[src/rtl/bin_to_bcd_seq.sv]
// Sequential binary-to-BCD converter (double dabble, one bit per clock, MSB first).
// Optional macro BCD_LEADING_ZERO_BLANK_EN blanks leading zero digits with 4'hF.
module bin_to_bcd_seq #(
    parameter int BIN_W = 14
) (
    input  logic             clk,
    input  logic             rst,
    input  logic             start,
    input  logic [BIN_W-1:0] bin_in,
    output logic             busy,
    output logic             done,
    output logic [15:0]      bcd_out,
    output logic             ovf
);

    localparam int CNT_W = $clog2(BIN_W + 1);

    typedef enum logic [1:0] {IDLE, SHIFT, DONE} state_t;

    state_t           state_q, state_d;
    logic [CNT_W-1:0] cnt_q, cnt_d;
    logic [BIN_W-1:0] sr_q, sr_d;
    logic [15:0]      acc_q, acc_d;
    logic [15:0]      bcd_q, bcd_d;
    logic             ovf_q, ovf_d;
    logic             big_q, big_d;
    logic [15:0]      acc_adj, acc_shift;
    logic             big_in;
    logic             last_bit;

    function automatic logic [15:0] add3(input logic [15:0] a);
        logic [15:0] r;
        r = a;
        for (int i = 0; i < 4; i++) begin
            if (r[4*i +: 4] >= 4'd5) r[4*i +: 4] = r[4*i +: 4] + 4'd3;
        end
        return r;
    endfunction

    function automatic logic [15:0] fmt(input logic [15:0] acc, input logic big);
        logic [15:0] r;
        r = big ? 16'h9999 : acc;
`ifdef BCD_LEADING_ZERO_BLANK_EN
        // Blank from the top down; stop at the first non-zero digit, never touch ones.
        if (r[15:12] == 4'd0) begin
            r[15:12] = 4'hF;
            if (r[11:8] == 4'd0) begin
                r[11:8] = 4'hF;
                if (r[7:4] == 4'd0) r[7:4] = 4'hF;
            end
        end
`endif
        return r;
    endfunction

    // Values above 9999 overflow the 4-digit accumulator, so flag them at capture.
    assign big_in    = (32'(bin_in) > 32'd9999);
    assign acc_adj   = add3(acc_q);
    assign acc_shift = {acc_adj[14:0], sr_q[BIN_W-1]};
    assign last_bit  = (cnt_q == CNT_W'(BIN_W - 1));

    always_comb begin
        state_d = state_q;
        cnt_d   = cnt_q;
        sr_d    = sr_q;
        acc_d   = acc_q;
        bcd_d   = bcd_q;
        ovf_d   = ovf_q;
        big_d   = big_q;
        case (state_q)
            IDLE: begin
                if (start) begin
                    state_d = SHIFT;
                    cnt_d   = '0;
                    sr_d    = bin_in;
                    acc_d   = '0;
                    big_d   = big_in;
                end
            end
            SHIFT: begin
                acc_d = acc_shift;
                sr_d  = {sr_q[BIN_W-2:0], 1'b0};
                cnt_d = cnt_q + 1'b1;
                if (last_bit) begin
                    state_d = DONE;
                    bcd_d   = fmt(acc_shift, big_q);
                    ovf_d   = big_q;
                end
            end
            DONE:    state_d = IDLE;
            default: state_d = IDLE;
        endcase
    end

    always_ff @(posedge clk or negedge rst) begin
        if (!rst) begin
            state_q <= IDLE;
            cnt_q   <= '0;
            sr_q    <= '0;
            acc_q   <= '0;
            bcd_q   <= '0;
            ovf_q   <= 1'b0;
            big_q   <= 1'b0;
        end else begin
            state_q <= state_d;
            cnt_q   <= cnt_d;
            sr_q    <= sr_d;
            acc_q   <= acc_d;
            bcd_q   <= bcd_d;
            ovf_q   <= ovf_d;
            big_q   <= big_d;
        end
    end

    assign busy    = (state_q != IDLE);
    assign done    = (state_q == DONE);
    assign bcd_out = bcd_q;
    assign ovf     = ovf_q;

endmodule

[config.mk]
export PLATFORM = sky130hd
export DESIGN_NAME = bin_to_bcd_seq
export DESIGN_NICKNAME = d
export VERILOG_FILES = /design/src/rtl/bin_to_bcd_seq.sv
export SDC_FILE = /design/constraint.sdc
export NUM_CORES = 1
export LEC_CHECK = 0
export ABC_AREA = 1
export BUFFER_PORTS_ARGS = -buffer_cell sky130_fd_sc_hd__buf_2
export CAP_MARGIN = 20
export CORE_UTILIZATION = 45
export DETAILED_ROUTE_END_ITERATION = 12
export GPL_ROUTABILITY_DRIVEN = 0
export GPL_TIMING_DRIVEN = 0
export PLACE_DENSITY_LB_ADDON = 0.3
export RECOVER_POWER = 100
export SETUP_SLACK_MARGIN = 0.3
export SLEW_MARGIN = 20
export SYNTH_ARGS = -nofsm -noshare
export SYNTH_HDL_FRONTEND = slang
export SYNTH_SLANG_ARGS = --single-unit
export TNS_END_PERCENT = 5
[constraint.sdc]
create_clock -name clk -period 2.34 [get_ports clk]
set_clock_uncertainty 0.2 [all_clocks]
set_input_delay 0.234 -clock clk [delete_from_list [all_inputs] [get_ports clk]]
set_output_delay 0.234 -clock clk [all_outputs]
set_load 0.01 [all_outputs]
==> metrics.md <==
| Metric | Value |
|---|---|
| RSZ-0062 raised after global routing | no |
| Final period utilization | 82.4% |
| Post-Synthesis Net Count | 340 |
| Post-Syn Instances | 313 |
| WL met3 | 248 um |
| Setup ws final | 0.412 ns |
| DR vias | 2183 |
| Reg2reg start | cnt_q[1] |
| Worst-margin pin slew | 1.35 ns |
| Initial DRC count | 95 |
| Placed cell count | 420 |
| # port buffers | 35 |
| Clk_lat worst skew | 0.31 ns |
| Clk buf depth | 2 |
| Final Power | 4.11 mW |
| Congestion Overflow GR | 0 |
| ANT cells | 0 |
| CTS sink cnt | 54 |
| Worst slack at placement | 0.558 ns |
| Ports | 36 |
| # rows | 27 |
| CTS tree | done |
| Ratio of cells with drive above 1 in the final layout | 9.50% |
| CTS buffer count | 5 |
| Worst R2R End | bcd_out[5] |
| Predominant post-synthesis flop cell | dfrtp_1 |
| Nets | 384 |
| Routed WL | 5530 um |
| Drt drc | 0 |
| Worst setup SP type | flop |
| Seq cells post-synth | 54 |
| Starting density of the core | 46.8% |
| Antenna Nets Post-Route | 0 |
| Maximum fanout along the worst path | 10 |
| Critical path class | reg -> reg |
| M1 WL | 2540 um |
| Final instance area | 2930 sq um |
| Final Max Tran Viols | 0 |
| H-tree depth | 2 |
| Worst path cell trace | inv_1 > ha_1 > nand3_1 > nor3_2 > buf_6 > nand3_1 > nand2_1 |
| Clock slew at reported path FFs | 0.10 ns |
| Antenna violations before repair | 0 |
| Fmax | 519 MHz |
| Pre-antenna DRT Iters | 6 |
| Synth area leader | dfrtp_1 |
| Vias per std cell | 5.08 |
| Status | finished clean |
| Rel. slew slack | 9.82% |
| Setup TNS | 0 ns |
| GRT Util Overall | 19.7% |
| Fin cells | 430 |
| Post-synth top cells | nand2_1 (85), dfrtp_1 (54), inv_1 (44), nand3_1 (30), nor2_1 (20) |
| Core Area | 5540 sq um |
| Critical Path Sink Type | flop |
| Yosys cell types | 20 |
| Worst path depth | 7 |
| Synth async-reset ratio | 100% |
| Mean Syn Cell Area | 8.28 sq um |
| Most common cell in the synthesized netlist | nand2_1 |
| Final setup fails | 0 |
| Number of global-route vias before repair | 2156 |
| DIE AREA | 6070 sq um |
| Crit path max-delay family | simple AND/OR/NAND/NOR gates |
| PwrDens | 1400 nW/um^2 |
| Placed cell area | 2860 sq um |
| FF+latch area | 1350 sq um |
| Reg-to-reg slack, setup | 0.41 ns |
| CP endpoint | bcd_out[5] |
| Post-synth top area share | 52.1% |
| Hold Buf Count CTS | 2 |
| Mapped cell area | 2590 sq um |
| Synth area leaders | dfrtp_1 (52%), nand2_1 (12%), inv_1 (6.4%), nand3_1 (5.8%), ha_1 (4.8%) |
| First-pass GRT wire length | 9350 um |
| Filler cells | 568 |
| Number of max-cap violations | 0 |
| Top sig layer | met4 |
| Highest cell delay on the worst timing path | 0.53 ns |
| Post-synth EDFFs | 0 |
| Worst EP required | 2.39 ns |
| Buf/Inv on CP | 2 |
| Final Hold Viols | 0 |
| R2R cell count | 7 |
| Die W | 77.9 um |
| Crit path DAT | 1.98 ns |
| Crit path from | cnt_q[1] |
| Hold Crit Class | in -> reg |
| Die H | 77.9 um |
| Dpl hpwl | 3910 um |
| Synth warn | 0 |
| Setup Fix Bufs, Post-CTS | 0 |
| Largest net degree at the start of global routing | 55 |
| Min cycle time layout | 1.93 ns |
| Seq/Total Area, Yosys | 52.1% |
| Routed WL per cell | 12.9 um |
| Area Growth Syn to Fin | 13.0% |
| Maximum vdd drop | 0.543 mV |
| Pleak | 1.55 nW |
| Length of routed met2 wiring | 2650 um |
| Slowest cell on crit path | nor3_2 |
| Post_cts resized | 0 |
| CTS root buf | clkbuf_8 |
| Most frequent cell on the critical path | nand3_1 |
| Multi-input logic area | 1000 sq um |
## cell type report
type | instances | area share (%)
Sequential cell | 54 | 46.1
Multi-Input combinational cell | 204 | 34.3
Inverter | 46 | 5.89
Timing Repair Buffer | 37 | 5.85
Tap cell | 72 | 3.07
Clock buffer | 7 | 2.95
Buffer | 9 | 1.67
Clock inverter | 1 | 0.171
## cells by family (layout without fill, tap and decap cells)
group | count (synthesis) | count (layout) | share of synthesized area (%)
fa+ha+maj | 10 | 10 | 4.83
buf+inv | 55 | 100 | 8.69
flops | 54 | 54 | 52.1
xor+xnor | 1 | 1 | 0.338
simple gates | 144 | 144 | 23.7
compound gates | 49 | 49 | 10.3
## sequential cells by signal, indices dropped and copies added, names as in the netlist
name / count
bcd_out: 16
ovf: 1
cnt_q: 4
state_q: 2
big_q: 1
sr_q: 14
acc_q: 16
## how the worst min path moves through the flow
stage          startpoint         end  slack (ns)  cells past startpoint
6_report       bin_in[11]       big_q        0.01                      5
5_1_grt         bin_in[7]     sr_q[7]        0.04                      3
2_1_floorplan         rst    acc_q[0]       -0.26                      0
4_1_cts        bin_in[11]       big_q        0.02                      5
3_5_place_dp          rst     sr_q[6]        0.13                      1
3_3_place_gp   bcd_out[9]  bcd_out[9]        0.26                      2
## layer usage
layer | global-route usage, % | vias up
met5 | 0 | -
met4 | 7.22 | 0
met3 | 4.24 | 10
met2 | 33.0 | 54
met1 | 25.1 | 1026
li1 | - | 1093
## report_power, final
part / total (mW) / switching [mW] / leakage, nW / internal (mW)
Combinational: 1.89 / 1.21 / 0.855 / 0.684
Clock: 0.549 / 0.309 / 0.0482 / 0.240
Sequential: 1.67 / 0.283 / 0.648 / 1.39
Total: 4.11 / 1.80 / 1.55 / 2.31
## cells in the final DEF, fill, tap and decap left out
cell,count
o22ai_1,18
or2_2,3
o21ai_0,12
ha_1,10
clkbuf_1,23
dfrtp_1,54
buf_6,1
nor2_1,20
buf_2,18
xor2_1,1
buf_1,1
inv_2,1
dlygate4sd3_1,2
clkinv_2,1
nor3_2,1
a21oi_1,19
nand3_1,31
buf_4,1
inv_1,45
clkbuf_2,1
nand4_1,3
nand2_2,1
clkbuf_8,6
nand2_1,85
## worst min-delay path, stage by stage
cell and delay, ns:
buf_2 0.09, nor2_1 0.03, nand2_1 0.05, nand2_1 0.04, nand2_1 0.05
## through the flow
step | hold WS (ns) | util [%]
2_1_floorplan | -0.262 | -
3_3_place_gp | 0.261 | 51.6
3_5_place_dp | 0.128 | 51.6
4_1_cts | 0.0152 | 53.6
5_1_grt | 0.0357 | 52.9
6_report | 0.0144 | 52.9
Note: power is estimated with default switching activity, not from simulation.
